`src/rtl/btn_debounce.sv`:
```
// Pushbutton conditioner: per-bit synchroniser, stability-counter debounce, sticky press flags.
// Optional release flags (released/rel_clr) are built when BTN_RELEASE_EN is defined.
module btn_debounce #(
  parameter int WIDTH       = 4,
  parameter int CNT_BITS    = 20,
  parameter int SYNC_STAGES = 2
) (
  input  logic             clk,
  input  logic             rst,
  input  logic [WIDTH-1:0] btn_in,
  input  logic [WIDTH-1:0] ev_clr,
`ifdef BTN_RELEASE_EN
  input  logic [WIDTH-1:0] rel_clr,
  output logic [WIDTH-1:0] released,
`endif
  output logic [WIDTH-1:0] btn_q,
  output logic [WIDTH-1:0] press,
  output logic             ev_any
);

  logic [WIDTH-1:0]    sync_q [SYNC_STAGES];
  logic [CNT_BITS-1:0] cnt_q  [WIDTH];
  logic [WIDTH-1:0]    s;
  logic [WIDTH-1:0]    mism;
  logic [WIDTH-1:0]    term;
  logic [WIDTH-1:0]    flip;
  logic [WIDTH-1:0]    rise;
  logic [WIDTH-1:0]    fall;

  always_ff @(posedge clk or posedge rst) begin
    if (rst) begin
      for (int k = 0; k < SYNC_STAGES; k++) sync_q[k] <= '0;
    end else begin
      sync_q[0] <= btn_in;
      for (int k = 1; k < SYNC_STAGES; k++) sync_q[k] <= sync_q[k-1];
    end
  end

  assign s    = sync_q[SYNC_STAGES-1];
  assign mism = s ^ btn_q;

  always_comb begin
    term = '0;
    for (int i = 0; i < WIDTH; i++) term[i] = &cnt_q[i];
  end

  // A bit flips only after a full count of uninterrupted mismatch.
  assign flip = mism & term;
  assign rise = flip & s;
  assign fall = flip & ~s;

  always_ff @(posedge clk or posedge rst) begin
    if (rst) begin
      for (int i = 0; i < WIDTH; i++) cnt_q[i] <= '0;
    end else begin
      for (int i = 0; i < WIDTH; i++) begin
        if (!mism[i] || term[i]) cnt_q[i] <= '0;
        else                     cnt_q[i] <= cnt_q[i] + 1'b1;
      end
    end
  end

  always_ff @(posedge clk or posedge rst) begin
    if (rst) begin
      btn_q <= '0;
      press <= '0;
    end else begin
      btn_q <= btn_q ^ flip;
      // Set term listed first so a same-cycle clear cannot drop an event.
      press <= rise | (press & ~ev_clr);
    end
  end

`ifdef BTN_RELEASE_EN
  always_ff @(posedge clk or posedge rst) begin
    if (rst) released <= '0;
    else     released <= fall | (released & ~rel_clr);
  end

  always_ff @(posedge clk or posedge rst) begin
    if (rst) ev_any <= 1'b0;
    else     ev_any <= |{press, released};
  end
`else
  always_ff @(posedge clk or posedge rst) begin
    if (rst) ev_any <= 1'b0;
    else     ev_any <= |press;
  end
`endif

endmodule

```
`config.mk`:
```
export PLATFORM = sky130hd
export DESIGN_NAME = btn_debounce
export DESIGN_NICKNAME = d
export VERILOG_FILES = /design/src/rtl/btn_debounce.sv
export SDC_FILE = /design/constraint.sdc
export NUM_CORES = 1
export LEC_CHECK = 0
export ABC_CLOCK_PERIOD_IN_PS = 3450
export CORE_UTILIZATION = 25
export CTS_CLUSTER_DIAMETER = 100
export CTS_CLUSTER_SIZE = 40
export DETAILED_ROUTE_END_ITERATION = 10
export DONT_BUFFER_PORTS = 1
export GPL_ROUTABILITY_DRIVEN = 0
export PLACE_DENSITY_LB_ADDON = 0.3
export SLEW_MARGIN = 20
export SYNTH_ARGS = -nofsm -noshare
export SYNTH_HDL_FRONTEND = slang
export SYNTH_SLANG_ARGS = --single-unit
```
`constraint.sdc`:
```
create_clock -name clk -period 3.45 [get_ports clk]
set_input_delay 0.69 -clock clk [delete_from_list [all_inputs] [get_ports clk]]
set_output_delay 0.69 -clock clk [all_outputs]
set_load 0.01 [all_outputs]
```
==> results of run 1 <==
logic make-up after synthesis:
family,share of synthesized area [%]
AOI/OAI and AO/OA,8.04
xor gates and xnor gates,10.0
adders and majority gates,1.08
buffers and inverters,2.33
DFF,52.5
muxes,1.73
and+or+nand+nor,24.2
routing by layer:
metal	GRT usage, %	part of all wire (%)	routed length (um)	vias up
met5	0	0	0	-
met4	4.35	1.5	140	0
met3	2.78	3.6	340	10
met2	16.4	45	4250	49
met1	14.5	50	4680	1592
li1	-	-	-	1613
power breakdown:
group	internal (uW)	switching [uW]	total [uW]
Clock	583	445	1030
Sequential	1150	16.4	1170
Combinational	19.0	49.6	68.7
Total	1760	511	2270
layout make-up:
| type | count | share of cell area [%] |
|---|---|---|
| flip-flops and latches | 97 | 46.7 |
| multi-input cells | 322 | 40.1 |
| well taps | 229 | 5.52 |
| clock buffers | 10 | 4.60 |
| inverters | 18 | 1.35 |
| clock inverters | 6 | 1.25 |
| repair buffers | 3 | 0.434 |
state kept, by name, indices dropped and copies added, names as in the netlist, named ones only:
register  count
cnt_q        80
ev_any        1
press         4
s             4
sync_q        4
through the flow:
stage,total power (uW),instance area [sq um],cells,hold WS (ns),util [%]
finish,2270,5190,685,0.347,28.8
global route,2360,5190,685,0.345,28.8
CTS,2310,5190,685,0.342,28.8
detailed placement,1260,4890,669,0.336,27.1
global placement,1260,4890,669,0.333,27.1
floorplan,1240,4620,445,0.331,-
critical path: cells and delay by family (launching register included):
family	cells	cell delay (ns)
compound gates	1	0.63
fa+ha+maj	1	0.22
flops	1	0.38
simple gates	3	0.55
placed cells by master (no fill, tap or decap), types with 10 or more instances in the layout:
| master | instances |
|---|---|
| o21ai_0 | 12 |
| and3_1 | 18 |
| nand4_1 | 18 |
| nand3_1 | 28 |
| dfrtp_1 | 97 |
| inv_1 | 17 |
| xnor2_1 | 28 |
| a21oi_1 | 21 |
| xor2_1 | 25 |
| nor2_1 | 58 |
| or4_1 | 10 |
| nand2_1 | 23 |
how the worst max path moves through the flow:
stage,startpoint,end,slack (ns),depth (start not counted)
after floorplan,rst,asynchronous set/reset pin,0.23,1
after global placement,cnt_q[22]$_DFF_PP0_,press[2]$_DFF_PP0_,1.58,4
after detailed placement,cnt_q[0]$_DFF_PP0_,cnt_q[10]$_DFF_PP0_,1.51,5
after CTS,cnt_q[0]$_DFF_PP0_,cnt_q[10]$_DFF_PP0_,1.50,5
after global routing,cnt_q[0]$_DFF_PP0_,cnt_q[10]$_DFF_PP0_,1.37,5
final,cnt_q[0]$_DFF_PP0_,cnt_q[10]$_DFF_PP0_,1.53,5
cells in the mapped netlist, types with 4 or more instances:
library cell,n,area [sq um]
nand2_1,23,86.3
or4_1,10,75.1
xnor2_1,28,245
or3_1,9,56.3
inv_1,18,67.6
a21oi_1,21,105
and4_1,7,61.3
dfrtp_1,97,2430
and3_1,18,113
xor2_1,25,219
nor3_1,6,30.0
mux2_2,4,45.0
buf_2,5,25.0
o31ai_1,9,67.6
nor4_1,8,50.1
o21ai_0,12,60.1
nand3_1,28,140
nor2_1,58,218
nand4_1,18,113
ha_1,4,50.1
==> qor.yml, run 1 <==
synthFlopType: "dfrtp_1"
route.detailed.drc: 0
worstSetupPathType: "reg -> reg"
overflow: 0
register_area_sq_um: 2430
vdd_drop_max_uv: 300
end_kind: "flip-flop"
ff2ff_setup_slack_ns: 1.53
syn_nets: 459
setup_violations: 0
cts.path.max_buffers: 2
grt_pass1_vias: 3202
synth_cells: 445
dieArea_sq_um: 19000
die-width_um: 138
multi_input_area_sq_um: 2080
slowest_delay_ns: 0.63
cp.required_ns: 3.65
synth_cell_type_count: 42
syn_avg_cell_area_sq_um: 10.4
start_util_pct: 25.6
coreArea_sq_um: 18000
slew_headroom_pct: 48.8
synth-edff-count: 0
hpwlAfterDp_mm: 6.49
insertedDiodeCount: 0
cp_cell_sequence: "ha_1 > and4_4 > nand3_4 > o31ai_4 > nor2_1"
crit_fanout: 16
fp-row-count: 49
vias_per_cell: 4.76
fin_ws_ns: 1.53
crit_arrival_ns: 2.13
via_count: 3264
leakage_uw: 0.00212
numCtsBuffers: 9
clock-sinks: 97
area_delta_synth_final_pct: 12.5
reg2reg_from: "cnt_q[0]$_DFF_PP0_"
maxCapViolations: 0
antenna_found_initial: 0
die_y_um: 138
cts_resized: 0
ant_nets: 0
max_freq_mhz: 520
wl_per_cell_um: 13.7
status: "finished clean"
finalClockSkew_ns: 0.00614
worstMarginPinSlew_ns: 0.768
yosys_warnings: 0
fin_nets: 465
syn_area_sq_um: 4620
worstHoldPathType: "in -> async"
ys_seq_area_share_pct: 52.5
initialDrtViolationCount: 217
rsz0062_at_grt: "no"
cts_tree: "built"
drive_gt1_share_pct: 8.55
io_buffers: 0
clk_pin_slew_worst_paths_ns: 0.07
async_reset_ff_share_pct: 100
r2r_cells: 5
wirelength_mm: 9.41
powerDensity_nw_per_um2: 436
fillCellCount: 1895
grt_max_degree: 62
startpoint_type: "flip-flop"
slowest_stage: "o31ai_4"
finalHoldViolCount: 0
ys_seq_elements: 97
place_worst_setup_slack_ns: 1.51
firstDrtPassIters: 4
regToRegEndpoint: "cnt_q[10]$_DFF_PP0_"
final.period_utilization_pct: 55.8
clockRootBuffer: "clkbuf_16"
grt_pass1_wl_mm: 15.8
fin_setup_tns_ns: 0
postCtsSetupBuffers: 0
period_needed_ns: 1.92
ctsHoldBuffers: 0
slew_viol_final: 0
grt_usage_pct: 10.8
ios: 19
clkLatencyLatePin_ns: 0.35
cts_max_level: 3
Power figures use the tool's default switching activity.
==> run 2, diff against run 1 <==
- ABC_CLOCK_PERIOD_IN_PS: 3450 -> 1600
- clock period: 3.45 -> 1.6 ns (I/O delays scaled with it)
==> qor.yml, run 2 (same netlist as run 1, synthesis figures left out) <==
status: "complete, but fails checks"
ios: 19  # unchanged
cts_max_level: 3  # unchanged
slowest_delay_ns: 0.38  # -0.25 ns
coreArea_sq_um: 18000  # unchanged
fp-row-count: 49  # unchanged
firstDrtPassIters: 7  # +3
drive_gt1_share_pct: 32.5  # +24 points
initialDrtViolationCount: 217  # unchanged
r2r_cells: 5  # unchanged
violations: "negative setup slack"
place_worst_setup_slack_ns: -0.106  # -1.62 ns
layout_common_cells: "dfrtp_1, buf_4, nor2_1"
holdPathEnd: "press[3]$_DFF_PP0_"
overflow: 0  # unchanged
slew_viol_final: 0  # unchanged
ant_nets: 0  # unchanged
wl_per_cell_um: 13.3  # -2.9%
final_common_cell: "dfrtp_1"
startpoint_type: "flip-flop"
cts_tree: "built"
antenna_found_initial: 0  # unchanged
finalHoldViolCount: 0  # unchanged
area_delta_synth_final_pct: 33.5
ff2ff_setup_slack_ns: -0.04  # -1.56 ns
regMostFlops: "cnt_q"
clock-sinks: 97  # unchanged
io_buffers: 0  # unchanged
period_needed_ns: 1.64  # -0.287 ns
via_count: 3643  # +12%
max_freq_mhz: 610  # +17%
slew_headroom_pct: 63.6  # +15 points
worstHoldPathType: "in -> reg"
reg2reg_from: "cnt_q[0]$_DFF_PP0_"
finalClockSkew_ns: 0.00724  # +0.00110 ns
setup_violations: 4  # +4
die_y_um: 138  # unchanged
finalPower_uw: 4810  # +110%
worstMarginPinSlew_ns: 0.545  # -0.224 ns
insertedDiodeCount: 0  # unchanged
clockRootBuffer: "clkbuf_16"
worstSetupPathType: "reg -> reg"
grt_max_degree: 41  # -34%
cp.required_ns: 1.83  # -1.82 ns
fin_ws_ns: -0.0382  # -1.56 ns
leakage_uw: 0.00258  # +22%
end_kind: "flip-flop"
grt_pass1_vias: 3628  # +13%
start_util_pct: 25.6  # unchanged
clkLatencyLatePin_ns: 0.35  # about the same
cts.path.max_buffers: 2  # unchanged
numCtsBuffers: 9  # unchanged
maxCapViolations: 0  # unchanged
grt_pass1_wl_mm: 17.1  # +8.1%
powerDensity_nw_per_um2: 779  # +79%
cp_cell_sequence: "ha_2 > and4_4 > nand3_4 > or3_4 > mux2_4"
hpwlAfterDp_mm: 7.33  # +13%
worstHoldPathCells: 1
rsz0062_at_grt: "yes"
crit_arrival_ns: 1.87  # -0.26 ns
largest_register_ff_count: 80  # unchanged
clk_pin_slew_worst_paths_ns: 0.06  # about the same
die-width_um: 138  # unchanged
slowest_stage: "or3_4"
route.detailed.drc: 0  # unchanged
crit_fanout: 2  # -14
vdd_drop_max_uv: 499  # +66%
hp-start: "ev_clr[3]"
vias_per_cell: 4.69  # -1.5%
dieArea_sq_um: 19000  # unchanged
fin_nets: 556  # +20%
final.period_utilization_pct: 102  # +47 points
wirelength_mm: 10.4  # +10%
grt_usage_pct: 11.7  # +0.88 points
==> run 2: power breakdown <==
| group | switching, uW | internal, uW |
|---|---|---|
| Sequential | 32.9 | 2490 |
| Combinational | 135 | 105 |
| Clock | 952 | 1100 |
| Total | 1120 | 3690 |
==> run 2: cell type report <==
class,instances,area [sq um]
fillers,1819,11900
flip-flops and latches,97,2430
multi-input cells,322,2330
repair buffers,94,771
well taps,229,287
clock buffers,10,239
inverters,18,71.3
clock inverters,6,43.8
==> run 2: routing by layer <==
layer | vias up | global-route usage (%) | part of all wire, %
met5 | - | 0 | 0
met3 | 7 | 3.47 | 3.6
li1 | 1788 | - | -
met2 | 41 | 19.7 | 50
met4 | 0 | 3.44 | 1.0
met1 | 1807 | 14.2 | 45
==> run 2: worst max-delay path by stage <==
stage                         from             endpoint  slack (ns)
6_report        cnt_q[0]$_DFF_PP0_            flip-flop       -0.04
2_1_floorplan   cnt_q[0]$_DFF_PP0_            flip-flop       -0.14
3_5_place_dp    cnt_q[0]$_DFF_PP0_  cnt_q[18]$_DFF_PP0_       -0.11
5_1_grt         cnt_q[0]$_DFF_PP0_  cnt_q[18]$_DFF_PP0_       -0.11
3_3_place_gp   cnt_q[22]$_DFF_PP0_   press[2]$_DFF_PP0_       -0.07
4_1_cts         cnt_q[0]$_DFF_PP0_            flip-flop       -0.05
==> run 2: worst max-delay path: cells and delay by family, from the launching register on <==
kind / cells / cell delay [ns]
adders and majority gates: 1 / 0.18
and+or+nand+nor: 3 / 0.67
DFF: 1 / 0.36
muxes: 1 / 0.31
==> run 2: metrics by stage <==
stage	hold WS, ns	cell area (sq um)	util (%)	setup TNS (ns)	instances
after floorplan	0.331	4680	-	-0.147	445
after global placement	0.256	5470	30.4	-0.432	736
after detailed placement	0.271	5470	30.4	-1.47	736
after CTS	0.0486	5890	32.7	-0.0774	764
after global routing	0.0389	6170	34.2	-2.00	776
final	0.0575	6170	34.2	-0.0856	776
==> run 2: timing repair <==
item,4_1_cts,5_1_grt
endpoints found under the setup margin,31,62
hold buffers,5,0
gates resized for setup,10,48
hold endpoints to repair,23,0
pin swaps,6,17
buffers inserted,7,12
==> run 3, diff against run 2 <==
- CORE_UTILIZATION: 25 -> 50
==> qor.yml, run 3 (same netlist as run 1, synthesis figures left out) <==
clock-sinks: 97  # unchanged
die_y_um: 98.1  # -29%
clkLatencyLatePin_ns: 0.36  # about the same
end_kind: "flip-flop"
slew_viol_final: 0  # unchanged
grt_pass1_vias: 3552  # -2.1%
maxCapViolations: 0  # unchanged
crit_arrival_ns: 1.91  # +0.04 ns
firstDrtPassIters: 9  # +2
regMostFlops: "cnt_q"
layout_common_cells: "dfrtp_1, buf_4, nor2_1"
grt_pass1_wl_mm: 16.1  # -6.2%
route.detailed.drc: 3  # +3
largest_register_ff_count: 80  # unchanged
fin_nets: 560  # +0.72%
cts.path.max_buffers: 2  # unchanged
fp-row-count: 34  # -31%
antenna_found_initial: 0  # unchanged
ios: 19  # unchanged
final.period_utilization_pct: 105  # +2.5 points
wirelength_mm: 10.1  # -2.6%
dieArea_sq_um: 9630  # -49%
vdd_drop_max_uv: 532  # +6.6%
wl_met2_mm: 5.18  # -0.46%
ant_nets: 0  # unchanged
worstHoldPathCells: 1  # unchanged
coreArea_sq_um: 8850  # -51%
hpwlAfterDp_mm: 6.29  # -14%
final_common_cell: "dfrtp_1"
holdPathEnd: "press[2]$_DFF_PP0_"
period_needed_ns: 1.68  # +0.0408 ns
fin_ws_ns: -0.0789  # -0.0408 ns
io_buffers: 0  # unchanged
startpoint_type: "flip-flop"
finalPower_uw: 4560  # -5.1%
leakage_uw: 0.00262  # +1.2%
slew_headroom_pct: 62.7  # -0.88 points
crit_fanout: 2  # unchanged
worstMarginPinSlew_ns: 0.555  # +0.0103 ns
grt_usage_pct: 20.8  # +9.2 points
worstSetupPathType: "reg -> reg"
fillCellCount: 683  # -62%
grt_max_degree: 98  # +140%
initialDrtViolationCount: 137  # -37%
status: "complete, but fails checks"
finalHoldViolCount: 0  # unchanged
wl_met3_um: 271  # -27%
cp.required_ns: 1.84  # about the same
clk_pin_slew_worst_paths_ns: 0.09  # +0.03 ns
drive_gt1_share_pct: 31.3  # -1.3 points
top_layer_used: "met4"
wl_per_cell_um: 15.3  # +15%
worstHoldPathType: "in -> reg"
wl_met1_mm: 4.56  # -2.3%
rsz0062_at_grt: "yes"
place_inst: 608  # -17%
powerDensity_nw_per_um2: 766  # -1.7%
cts_max_level: 3  # unchanged
overflow: 0  # unchanged
finalClockSkew_ns: 0.0126  # +0.00538 ns
vias_per_cell: 5.61  # +20%
reg2reg_from: "cnt_q[0]$_DFF_PP0_"
start_util_pct: 52.2  # +27 points
area_delta_synth_final_pct: 29.0
ff2ff_setup_slack_ns: -0.08  # -0.04 ns
max_freq_mhz: 596  # -2.4%
hp-start: "ev_clr[2]"
cts_tree: "built"
r2r_cells: 5  # unchanged
violations: "design-rule violations, negative setup slack"
setup_violations: 19  # +15
die-width_um: 98.1  # -29%
numCtsBuffers: 9  # unchanged
insertedDiodeCount: 0  # unchanged
via_count: 3693  # +1.4%
clockRootBuffer: "clkbuf_8"
fin_cells: 658  # -15%
## run 3: worst max-delay path, stage by stage, from the launching register on
cell and delay (ns):
dfrtp_1 0.37, ha_2 0.20, and4_4 0.23, nand3_4 0.08, or3_4 0.39, mux2_4 0.30
## run 3: how the worst max path moves through the flow
stage | slack (ns) | from | endpoint | depth (start not counted)
floorplan | -0.14 | cnt_q[0]$_DFF_PP0_ | flip-flop | 5
global placement | -0.03 | cnt_q[1]$_DFF_PP0_ | flip-flop | 5
detailed placement | -0.10 | cnt_q[0]$_DFF_PP0_ | flip-flop | 5
CTS | -0.05 | cnt_q[0]$_DFF_PP0_ | flip-flop | 5
global route | -0.12 | cnt_q[0]$_DFF_PP0_ | flip-flop | 5
finish | -0.08 | cnt_q[0]$_DFF_PP0_ | flip-flop | 5
## run 3: final cells by class
class	instances	area, sq um	share of cell area (%)
Clock buffer	11	151	2.54
Timing Repair Buffer	98	793	13.3
Multi-Input combinational cell	322	2300	38.7
Tap cell	108	135	2.27
Clock inverter	4	76.3	1.28
Inverter	18	71.3	1.20
Sequential cell	97	2430	40.7
## run 3: through the flow
stage | util [%] | cell area, sq um | hold slack (ns) | setup slack, ns | TNS (ns)
global placement | 59.4 | 5260 | 0.335 | -0.0339 | -0.0382
global route | 67.3 | 5960 | 0.0310 | -0.119 | -1.75
detailed placement | 59.4 | 5260 | 0.340 | -0.101 | -1.37
finish | 67.3 | 5960 | 0.0418 | -0.0789 | -0.335
CTS | 63.3 | 5600 | 0.0273 | -0.0497 | -0.191
floorplan | - | 4680 | 0.331 | -0.143 | -0.147
## run 3: metal layers
metal,global-route usage [%],up-vias
met4,7.34,0
met5,0,-
li1,-,1799
met1,27.8,1838
met3,3.51,8
met2,34.5,48
## run 3: power breakdown
part	switching, uW	internal, uW
clock	842	961
combinational	136	107
sequential	32.3	2480
## run 3: repair_timing
action	in CTS	in global routing
gates resized for setup	8	44
hold buffers	5	0
buffers inserted	5	25
hold endpoints to repair	78	0
setup endpoints to repair	28	58
cloned	0	2
pin swaps	6	31
